==> src/rtl/bank_copy_master.sv <==
// bank_copy_master: block-copy initiator for one single-port bank with a one-cycle registered read.
// Block-fill (FILL state, mode, fill_data) is built only when BANK_COPY_FILL_EN is defined.
module bank_copy_master #(
    parameter int ADDR_W = 8,
    parameter int DATA_W = 8
) (
    input  logic              clk,
    input  logic              reset,
    input  logic              i_start,
    input  logic              i_mode,
    input  logic [ADDR_W-1:0] i_src_addr,
    input  logic [ADDR_W-1:0] i_dst_addr,
    input  logic [ADDR_W:0]   i_length,
    input  logic [DATA_W-1:0] i_fill_data,
    output logic              o_busy,
    output logic              o_done,
    output logic [ADDR_W-1:0] o_bank_addr,
    output logic [DATA_W-1:0] o_bank_wdata,
    output logic              o_bank_re,
    output logic              o_bank_we,
    input  logic [DATA_W-1:0] i_bank_rdata
);

    typedef enum logic [2:0] {
        S_IDLE = 3'd0,
        S_RD   = 3'd1,
        S_WR   = 3'd2,
        S_DONE = 3'd3
`ifdef BANK_COPY_FILL_EN
        , S_FILL = 3'd4
`endif
    } state_t;

    localparam logic [ADDR_W-1:0] ADDR_ONE = {{(ADDR_W-1){1'b0}}, 1'b1};
    localparam logic [ADDR_W:0]   REM_ONE  = {{ADDR_W{1'b0}}, 1'b1};

    state_t              r_state;
    logic [ADDR_W-1:0]   r_src;
    logic [ADDR_W-1:0]   r_dst;
    logic [ADDR_W:0]     r_rem;
    logic                r_busy;
    logic                r_done;
    logic                r_re;
    logic                r_we;
    logic [ADDR_W-1:0]   r_addr;
    logic                r_wsel_rd;
    logic [ADDR_W-1:0]   w_src_nxt;
    logic [ADDR_W-1:0]   w_dst_nxt;
    logic [ADDR_W:0]     w_rem_nxt;
    logic [DATA_W-1:0]   w_wdata;

`ifdef BANK_COPY_FILL_EN
    logic                r_wsel_fill;
    logic [DATA_W-1:0]   r_fill_data;

    // Fill pattern is payload only; it is qualified by r_wsel_fill, so it needs no reset.
    always_ff @(posedge clk) begin
        if (r_state == S_IDLE && i_start) begin
            r_fill_data <= i_fill_data;
        end
    end
`else
    logic                w_unused_cfg;
    assign w_unused_cfg = ^{i_mode, i_fill_data};
`endif

    assign w_src_nxt = r_src + ADDR_ONE;
    assign w_dst_nxt = r_dst + ADDR_ONE;
    assign w_rem_nxt = r_rem - REM_ONE;

    // Strobes and address are registered alongside the state, so each value describes the current state.
    always_ff @(posedge clk) begin
        if (!reset) begin
            r_state   <= S_IDLE;
            r_src     <= '0;
            r_dst     <= '0;
            r_rem     <= '0;
            r_busy    <= 1'b0;
            r_done    <= 1'b0;
            r_re      <= 1'b0;
            r_we      <= 1'b0;
            r_addr    <= '0;
            r_wsel_rd <= 1'b0;
`ifdef BANK_COPY_FILL_EN
            r_wsel_fill <= 1'b0;
`endif
        end else begin
            r_done    <= 1'b0;
            r_re      <= 1'b0;
            r_we      <= 1'b0;
            r_addr    <= '0;
            r_wsel_rd <= 1'b0;
`ifdef BANK_COPY_FILL_EN
            r_wsel_fill <= 1'b0;
`endif
            case (r_state)
                S_IDLE: begin
                    if (i_start) begin
                        r_src  <= i_src_addr;
                        r_dst  <= i_dst_addr;
                        r_rem  <= i_length;
                        r_busy <= 1'b1;
                        if (i_length == '0) begin
                            r_state <= S_DONE;
                            r_done  <= 1'b1;
`ifdef BANK_COPY_FILL_EN
                        end else if (i_mode) begin
                            r_state     <= S_FILL;
                            r_addr      <= i_dst_addr;
                            r_we        <= 1'b1;
                            r_wsel_fill <= 1'b1;
`endif
                        end else begin
                            r_state <= S_RD;
                            r_addr  <= i_src_addr;
                            r_re    <= 1'b1;
                        end
                    end
                end
                S_RD: begin
                    r_state   <= S_WR;
                    r_addr    <= r_dst;
                    r_we      <= 1'b1;
                    r_wsel_rd <= 1'b1;
                end
                S_WR: begin
                    r_src <= w_src_nxt;
                    r_dst <= w_dst_nxt;
                    r_rem <= w_rem_nxt;
                    if (r_rem == REM_ONE) begin
                        r_state <= S_DONE;
                        r_done  <= 1'b1;
                    end else begin
                        r_state <= S_RD;
                        r_addr  <= w_src_nxt;
                        r_re    <= 1'b1;
                    end
                end
`ifdef BANK_COPY_FILL_EN
                S_FILL: begin
                    r_dst <= w_dst_nxt;
                    r_rem <= w_rem_nxt;
                    if (r_rem == REM_ONE) begin
                        r_state <= S_DONE;
                        r_done  <= 1'b1;
                    end else begin
                        r_addr      <= w_dst_nxt;
                        r_we        <= 1'b1;
                        r_wsel_fill <= 1'b1;
                    end
                end
`endif
                S_DONE: begin
                    r_state <= S_IDLE;
                    r_busy  <= 1'b0;
                end
                default: begin
                    r_state <= S_IDLE;
                    r_busy  <= 1'b0;
                end
            endcase
        end
    end

    // Copy write data is the bank's registered read data passed straight through during WR.
    always_comb begin
        w_wdata = '0;
        if (r_wsel_rd) begin
            w_wdata = i_bank_rdata;
        end
`ifdef BANK_COPY_FILL_EN
        else if (r_wsel_fill) begin
            w_wdata = r_fill_data;
        end
`endif
    end

    assign o_busy       = r_busy;
    assign o_done       = r_done;
    assign o_bank_addr  = r_addr;
    assign o_bank_wdata = w_wdata;
    assign o_bank_re    = r_re;
    assign o_bank_we    = r_we;

endmodule

==> config.mk <==
export PLATFORM = sky130hd
export DESIGN_NAME = bank_copy_master
export DESIGN_NICKNAME = d
export VERILOG_FILES = /design/src/rtl/bank_copy_master.sv
export SDC_FILE = /design/constraint.sdc
export NUM_CORES = 1
export LEC_CHECK = 0
export CAP_MARGIN = 20
export CORE_MARGIN = 5
export CORE_UTILIZATION = 29
export CTS_BUF_LIST = sky130_fd_sc_hd__clkbuf_8 sky130_fd_sc_hd__clkbuf_16
export CTS_CLUSTER_SIZE = 25
export DETAILED_ROUTE_END_ITERATION = 16
export PLACE_DENSITY = 0.54
export SKIP_CTS_REPAIR_TIMING = 1
export SYNTH_ARGS = -nofsm -noshare
export SYNTH_HDL_FRONTEND = slang
export SYNTH_SLANG_ARGS = --single-unit
==> constraint.sdc <==
create_clock -name clk -period 1.71 [get_ports clk]
set_input_delay 0.2565 -clock clk [delete_from_list [all_inputs] [get_ports clk]]
set_output_delay 0.2565 -clock clk [all_outputs]
set_load 0.005 [all_outputs]
==> results.rst, run 1 <==
.. list-table::
   :header-rows: 1

   * - Metric
     - Value
   * - Run status
     - finished, final reports clean
   * - Distinct cells, synth
     - 60
   * - Clock root cell
     - sky130_fd_sc_hd__clkbuf_8
   * - Sequential fraction of the synthesis area
     - approximately a third
   * - Clock power share
     - 24.3%
   * - Switching power
     - 0.000852 W
   * - Maximum fanout count along the critical path
     - 6
   * - Final global-route overflow total
     - 0
   * - Relative max-transition margin
     - 74.0%
   * - CTS tree
     - done
   * - Count of cells along the worst register-to-register path
     - 7
   * - Worst hold path type
     - reg2reg
   * - Clk_skew
     - between 0.005 and 0.006 ns
   * - Row count
     - 33
   * - Antenna violations before repair
     - 0
   * - Type of the setup path with the least slack
     - reg2reg
   * - Switching part of the total
     - 32.6%
   * - Ports placed on the boundary
     - 65
   * - Global-route usage over all layers
     - 13.7%
   * - Layout net count
     - 424
   * - Pins Over Slew Limit
     - 0
   * - Drt via density
     - a little over 5
   * - Post-synthesis async set-or-reset flop share
     - 0%
   * - N_diodes
     - 0
   * - Endpoint type of the worst setup path
     - flip-flop
   * - CP Capture Point
     - r_rem[7]$_SDFFE_PN0P_
   * - Net count of the mapped netlist
     - between 300 and 400
   * - Clock Pin Slew Worst Setup and Hold Paths
     - 0.08 ns
   * - Combinational cell fraction of total power
     - 33.5%
   * - H-tree lvl count
     - 2
   * - CTS Buf Count
     - 5
   * - Power Density
     - 766 nW/um^2
   * - Startpoint types
     - flip-flop
   * - Total of warnings raised by yosys
     - 0
   * - Area grow syn2layout
     - 44.4%
   * - Peak Freq
     - 0.615 GHz
   * - Period Utilization, post-route
     - 95.2%
   * - Share of post-route cells with drive strength above 1
     - 17.7%
   * - Vias in the first global route
     - 2,291
   * - Syn Area/Cell
     - 8.23 um^2
   * - R2R Setup Slk
     - between 0.08 and 0.09 ns
   * - Final count of hold timing violations
     - 0
   * - Area of the placeable core
     - 8090 um^2
   * - Pin count of the biggest net entering global routing
     - 22
   * - Die footprint
     - 10,000 um^2
   * - Worst endpoint required time
     - about 1.9 ns
   * - Residual antenna-violating net count after detailed routing
     - 0
   * - Startpoint of the worst-slack reg-to-reg timing path
     - r_state[1]$_SDFFE_PN0N_
   * - Count of vias placed by the detailed router
     - 2,445
   * - Wire length per cell
     - 14.8 um
   * - CP Launch Point
     - r_state[1]$_SDFFE_PN0N_
   * - Syn Inst Count
     - 287
   * - Area of the mapped netlist
     - 2360 um^2
   * - Transition time of the tightest slew-check pin
     - ~0.39 ns
   * - Arrival time worst endpoint
     - 1.82 ns
   * - Number of flip-flops and latches in the synthesized netlist
     - 39
   * - First-pass GRT wire length
     - roughly 11 mm
   * - Area of all placed cells without fillers
     - 3410 um^2
   * - Final Setup Violations
     - 0
   * - DR DRC count
     - 0
   * - Share of power burned in registers
     - around 42%
   * - Number of sinks handled by clock tree synthesis
     - 39
   * - Effective utilization at floorplan
     - 29.2%
   * - Worst VDD drop
     - approximately 0.00035 V
   * - Static leakage power
     - 1.32 nW
   * - Total of max-cap violations
     - 0
   * - Predominant post-synthesis flop cell
     - sky130_fd_sc_hd__dfxtp_1
   * - Detailed router's first-iteration violation count
     - 139
   * - Clock Tree Buf Depth
     - 2
   * - Port Buffers
     - 55
   * - Final min period
     - around 1.6 ns
   * - Die Y
     - 100 um
   * - Aggregate negative setup slack
     - 0 ns
   * - Routability Congestion
     - between 0.8 and 0.9
   * - Total wire length after detailed routing
     - between 7 and 8 mm
   * - Clk Latency, worst-skew pair
     - between 0.2 and 0.3 ns
   * - Internal
     - 0.00176 W
   * - Post-Place Cell Area
     - ~3200 um^2
   * - Half-perimeter wire length after detailed placement
     - 5.21 mm
   * - First drt pass iteration count
     - 4
   * - Die outline width
     - 100 um
   * - Number of synthesized flops with an enable pin
     - 0
   * - Worst hold slack across all endpoints
     - about 0.49 ns
   * - Capture point of the worst reg-to-reg path
     - r_rem[7]$_SDFFE_PN0P_
==> cell usage after synthesis, types with 3 or more instances <==
| cell | instances | share of area (%) |
|---|---|---|
| sky130_fd_sc_hd__nor3_1 | 5 | 1.1 |
| sky130_fd_sc_hd__nand2_1 | 28 | 4.5 |
| sky130_fd_sc_hd__o31ai_1 | 8 | 2.5 |
| sky130_fd_sc_hd__nor2b_1 | 11 | 2.9 |
| sky130_fd_sc_hd__dfxtp_1 | 39 | 33 |
| sky130_fd_sc_hd__buf_2 | 4 | 0.85 |
| sky130_fd_sc_hd__nand2b_1 | 3 | 0.79 |
| sky130_fd_sc_hd__a22oi_1 | 5 | 1.6 |
| sky130_fd_sc_hd__inv_1 | 9 | 1.4 |
| sky130_fd_sc_hd__mux2i_1 | 4 | 1.7 |
| sky130_fd_sc_hd__buf_6 | 5 | 2.4 |
| sky130_fd_sc_hd__clkbuf_1 | 7 | 1.1 |
| sky130_fd_sc_hd__and2_1 | 11 | 2.9 |
| sky130_fd_sc_hd__a222oi_1 | 4 | 1.7 |
| sky130_fd_sc_hd__o21ai_0 | 21 | 4.5 |
| sky130_fd_sc_hd__ha_1 | 8 | 4.2 |
| sky130_fd_sc_hd__a21oi_1 | 21 | 4.5 |
| sky130_fd_sc_hd__xnor2_1 | 3 | 1.1 |
| sky130_fd_sc_hd__and3_1 | 5 | 1.3 |
| sky130_fd_sc_hd__nor4_1 | 3 | 0.79 |
| sky130_fd_sc_hd__a31oi_1 | 3 | 0.79 |
| sky130_fd_sc_hd__nand3_1 | 10 | 2.1 |
| sky130_fd_sc_hd__nor2_1 | 15 | 2.4 |
| sky130_fd_sc_hd__o2bb2ai_1 | 7 | 2.6 |
| sky130_fd_sc_hd__o211ai_1 | 4 | 1.3 |
| sky130_fd_sc_hd__a21boi_0 | 4 | 1.3 |
==> through the flow <==
step / std cells / utilization, % / worst slack [ns] / total power (W)
final: 477 / 42.1 / 0.0827 / 0.00261
after floorplan: 287 / - / 0.0398 / 0.00155
after global placement: 468 / 40.0 / -0.204 / 0.00193
after detailed placement: 468 / 40.0 / -0.249 / 0.00194
after global routing: 477 / 42.1 / -0.000703 / 0.00276
after CTS: 476 / 41.0 / -0.0360 / 0.00257
==> cell type report <==
class,instances,area [um^2]
flip-flops and latches,39,785
clock inverters,3,16.3
repair buffers,96,882
well taps,105,131
inverters,9,33.8
clock buffers,5,68.8
multi-input cells,220,1490
fillers,853,4680
==> sequential cells by signal (all words and copies together), names as in the netlist <==
| signal | flops |
|---|---|
| r_rem | 9 |
| r_wsel_rd | 1 |
| o_bank_re | 1 |
| r_state | 2 |
| o_bank_addr | 8 |
| o_busy | 1 |
| o_done | 1 |
| r_dst | 8 |
| r_src | 8 |
==> power groups by stage <==
stage / logic, W / registers (W) / clock network (W)
6_report: 0.000876 / 0.00110 / 0.000635
5_1_grt: 0.000961 / 0.00112 / 0.000685
4_1_cts: 0.000824 / 0.00109 / 0.000652
3_5_place_dp: 0.000820 / 0.00112 / 0
3_3_place_gp: 0.000814 / 0.00111 / 0
2_1_floorplan: 0.000451 / 0.00110 / 0
==> cell usage in the layout (no fill, tap or decap), types with 6 or more instances in the layout <==
| cell | instances |
|---|---|
| sky130_fd_sc_hd__dfxtp_1 | 36 |
| sky130_fd_sc_hd__and2_1 | 11 |
| sky130_fd_sc_hd__ha_1 | 6 |
| sky130_fd_sc_hd__nor2b_1 | 11 |
| sky130_fd_sc_hd__inv_1 | 8 |
| sky130_fd_sc_hd__nand3_1 | 10 |
| sky130_fd_sc_hd__buf_4 | 37 |
| sky130_fd_sc_hd__a21oi_1 | 20 |
| sky130_fd_sc_hd__nor2_1 | 15 |
| sky130_fd_sc_hd__clkdlybuf4s50_1 | 55 |
| sky130_fd_sc_hd__nand2_1 | 28 |
| sky130_fd_sc_hd__o31ai_1 | 8 |
| sky130_fd_sc_hd__o21ai_0 | 21 |
| sky130_fd_sc_hd__o2bb2ai_1 | 7 |
==> worst min path at each step <==
stage                     startpoint               endpoint  slack [ns]  depth (start not counted)
2_1_floorplan                i_start    o_busy$_SDFFE_PN0P_        0.40                          2
3_5_place_dp     o_busy$_SDFFE_PN0P_    o_busy$_SDFFE_PN0P_        0.48                          2
3_3_place_gp     o_busy$_SDFFE_PN0P_    o_busy$_SDFFE_PN0P_        0.46                          2
6_report       r_src[5]$_SDFFE_PN0P_  r_src[5]$_SDFFE_PN0P_        0.49                          2
4_1_cts        r_src[5]$_SDFFE_PN0P_  r_src[5]$_SDFFE_PN0P_        0.50                          2
5_1_grt        r_src[7]$_SDFFE_PN0P_  r_src[7]$_SDFFE_PN0P_        0.52                          2
==> cell families (layout without fill, tap and decap cells) <==
family | Yosys count | after routing | synth area share [%]
AOI/OAI and AO/OA | 96 | 96 | 27.7
muxes | 5 | 5 | 2.17
DFF | 39 | 39 | 33.1
adders and majority gates | 8 | 8 | 4.24
xor gates and xnor gates | 4 | 4 | 1.48
and+or+nand+nor | 107 | 107 | 24.7
buffers and inverters | 28 | 113 | 6.62
==> metal layers <==
| metal | GRT usage [%] | up-vias | wire [um] |
|---|---|---|---|
| met4 | 4.15 | 0 | 88 |
| met3 | 2.78 | 8 | 473 |
| li1 | - | 1230 | - |
| met2 | 22.3 | 77 | 3210 |
| met5 | 0 | - | 0 |
| met1 | 18.4 | 1130 | 3280 |
==> critical path, cell delays in order, from the launching register on <==
cell                       delay [ns]
sky130_fd_sc_hd__dfxtp_2         0.34
sky130_fd_sc_hd__inv_2           0.08
sky130_fd_sc_hd__ha_4            0.19
sky130_fd_sc_hd__mux2i_4         0.27
sky130_fd_sc_hd__buf_6           0.15
sky130_fd_sc_hd__nor2_1          0.04
sky130_fd_sc_hd__a311o_1         0.34
sky130_fd_sc_hd__o2111a_1        0.12
Note: power is estimated with default switching activity, not from simulation.
==> run 2: changes to the inputs <==
Settings changed: CTS_BUF_LIST sky130_fd_sc_hd__clkbuf_8 sky130_fd_sc_hd__clkbuf_16 to sky130_fd_sc_hd__clkbuf_4.
==> run 2 against run 1 <==
Against the previous run:
- die area unchanged
- register-to-register slack about the same
- routed wire length decreased by 0.31%
- first-iteration DRC count increased by 1.4%
- sequential share of layout area increased by 0.31 points
==> results.rst, run 2 (synthesized netlist as in run 1, its figures left out) <==
.. list-table::
   :header-rows: 1

   * - Metric
     - Value
   * - Run status
     - finished, final reports clean
   * - Final count of hold timing violations
     - 0 (unchanged)
   * - Clk Latency, worst-skew pair
     - 0.35 ns (+0.06 ns)
   * - Count of vias placed by the detailed router
     - 2,460 (+0.61%)
   * - Clock Pin Slew Worst Setup and Hold Paths
     - 0.13 ns (+0.05 ns)
   * - Most common cell after layout, fill and taps aside
     - sky130_fd_sc_hd__clkdlybuf4s50_1
   * - Half-perimeter wire length after detailed placement
     - 5.21 mm (unchanged)
   * - Area grow syn2layout
     - 43.6%
   * - CTS tree
     - done
   * - Ports placed on the boundary
     - 65 (unchanged)
   * - Detailed router's first-iteration violation count
     - 141 (+1.4%)
   * - H-tree lvl count
     - 2 (unchanged)
   * - Static leakage power
     - 1.30 nW (-0.91%)
   * - Pin count of the biggest net entering global routing
     - 22 (unchanged)
   * - Final Setup Violations
     - 0 (unchanged)
   * - N_diodes
     - 0 (unchanged)
   * - Pins Over Slew Limit
     - 0 (unchanged)
   * - Filler cell count in the final layout
     - 858 (+0.59%)
   * - Post-layout utilization of the core
     - 41.9% (-0.23 points)
   * - Worst hold path type
     - in2reg
   * - Worst hold slack across all endpoints
     - 0.489 ns (-0.00561 ns)
   * - Final global-route overflow total
     - 0 (unchanged)
   * - Port Buffers
     - 55 (unchanged)
   * - Worst endpoint required time
     - 1.45 ns (-0.45 ns)
   * - Total of max-cap violations
     - 0 (unchanged)
   * - CTS Buf Count
     - 5 (unchanged)
   * - Highest cell delay on the worst timing path
     - 0.50 ns (+0.16 ns)
   * - Clock root cell
     - sky130_fd_sc_hd__clkbuf_4
   * - Total wire length after detailed routing
     - 7.03 mm (-0.31%)
   * - Vias in the first global route
     - 2,284 (-0.31%)
   * - Number of sinks handled by clock tree synthesis
     - 39 (unchanged)
   * - Gate family responsible for the most delay along the worst path
     - buffers and inverters
   * - Area of the placeable core
     - 8090 um^2 (unchanged)
   * - Period Utilization, post-route
     - 95.5% (+0.31 points)
   * - Type of the setup path with the least slack
     - reg2out
   * - Post-layout instance count excluding filler cells
     - 477 (unchanged)
   * - Relative max-transition margin
     - 74.0% (about the same)
   * - Wire length per cell
     - 14.7 um (-0.31%)
   * - DR DRC count
     - 0 (unchanged)
   * - Startpoint types
     - flip-flop
   * - Die Y
     - 100 um (unchanged)
   * - Endpoint type of the worst setup path
     - primary output
   * - Slowest cell on the critical path
     - sky130_fd_sc_hd__clkdlybuf4s50_1
   * - Clk_skew
     - 0.00943 ns (+0.00423 ns)
   * - Die outline width
     - 100 um (unchanged)
   * - Global-route usage over all layers
     - 13.7% (-0.058 points)
   * - Top library cells by usage in the layout, fill and taps aside
     - sky130_fd_sc_hd__clkdlybuf4s50_1, sky130_fd_sc_hd__buf_4, sky130_fd_sc_hd__dfxtp_1, sky130_fd_sc_hd__nand2_1, sky130_fd_sc_hd__o21ai_0
   * - Worst VDD drop
     - 0.000311 V (-11%)
   * - Number of flip-flops under the largest register name
     - 9 (unchanged)
   * - Clock Tree Buf Depth
     - 2 (unchanged)
   * - Peak Freq
     - 0.613 GHz (-0.32%)
   * - Arrival time worst endpoint
     - 1.38 ns (-0.44 ns)
   * - Transition time of the tightest slew-check pin
     - 0.391 ns (-0.0000441 ns)
   * - Die footprint
     - 10,000 um^2 (unchanged)
   * - Routability Congestion
     - 0.841 (unchanged)
   * - Share of post-route cells with drive strength above 1
     - 18.3% (+0.54 points)
   * - Residual antenna-violating net count after detailed routing
     - 0 (unchanged)
   * - Drt via density
     - 5.16 (+0.61%)
   * - Row count
     - 33 (unchanged)
   * - Biggest register
     - r_rem
   * - Total buffers and inverters traversed by the critical path
     - 1 (-1)
   * - Placed cells
     - 468 (unchanged)
   * - Setup repair after global routing missed its margin
     - no
   * - List of cells traversed by the critical path
     - and2_1, clkdlybuf4s50_1
   * - Power Density
     - 736 nW/um^2 (-3.9%)
   * - Final Total Pwr
     - 0.00250 W (-4.4%)
   * - Antenna violations before repair
     - 0 (unchanged)
   * - First drt pass iteration count
     - 4 (unchanged)
   * - First-pass GRT wire length
     - 11.2 mm (-0.37%)
   * - Aggregate negative setup slack
     - 0 ns (unchanged)
   * - Layout net count
     - 424 (unchanged)
   * - Final min period
     - 1.63 ns (+0.00530 ns)
   * - Effective utilization at floorplan
     - 29.2% (unchanged)
   * - Maximum fanout count along the critical path
     - 9 (+3)
[run 2: cell types whose count changed in the layout (fill, tap and decap cells not counted), sizes merged]
cell | before | now
clkbuf | 5 | 6
inv | 10 | 9
[run 2: per-stage QoR]
step | instance area [um^2] | worst slack, ns
after floorplan | 2360 | 0.0398
after global placement | 3230 | -0.204
after detailed placement | 3230 | -0.249
after CTS | 3290 | -0.0485
after global routing | 3390 | 0.00146
final | 3390 | 0.0774
[run 2: layout make-up]
cell class              instances  area (um^2)  share of cell area, %
inverters                       9         36.3                   1.07
well taps                     105          131                   3.88
multi-input cells             220         1490                   44.0
clock buffers                   6         45.0                   1.33
flip-flops and latches         39          791                   23.3
repair buffers                 96          882                   26.0
clock inverters                 2         12.5                  0.369
[run 2: layer usage]
metal,vias up,wire length [um],GRT usage [%]
met5,-,0,0
met1,1141,3210,18.4
met3,6,494,2.78
met4,0,81,3.83
met2,83,3240,22.2
li1,1230,-,-
[run 2: worst reg2reg max path: cells and delay by family, from the launching register on]
family	cells	cell delay, ns
muxes	1	0.27
and+or+nand+nor	1	0.04
DFF	1	0.38
buffers and inverters	2	0.21
AOI/OAI and AO/OA	2	0.46
adders and majority gates	1	0.18
[run 2: final timing paths]
kind / to / slack (ns) / depth (start not counted) / from
min reg2reg: o_busy$_SDFFE_PN0P_ / 0.50 / 2 / o_busy$_SDFFE_PN0P_
max: o_bank_wdata[0] / 0.08 / 2 / r_wsel_rd$_SDFF_PN0_
min: o_bank_addr[5]$_SDFF_PN0_ / 0.49 / 3 / i_src_addr[5]
max reg2reg: r_rem[7]$_SDFFE_PN0P_ / 0.08 / 7 / r_state[1]$_SDFFE_PN0N_
[run 2: power by group]
part	internal, W	leakage (nW)	total [W]	switching (W)
clock	0.000175	0.0317	0.000517	0.000342
sequential	0.00100	0.323	0.00110	0.0000990
combinational	0.000476	0.949	0.000876	0.000400
total	0.00165	1.30	0.00250	0.000840
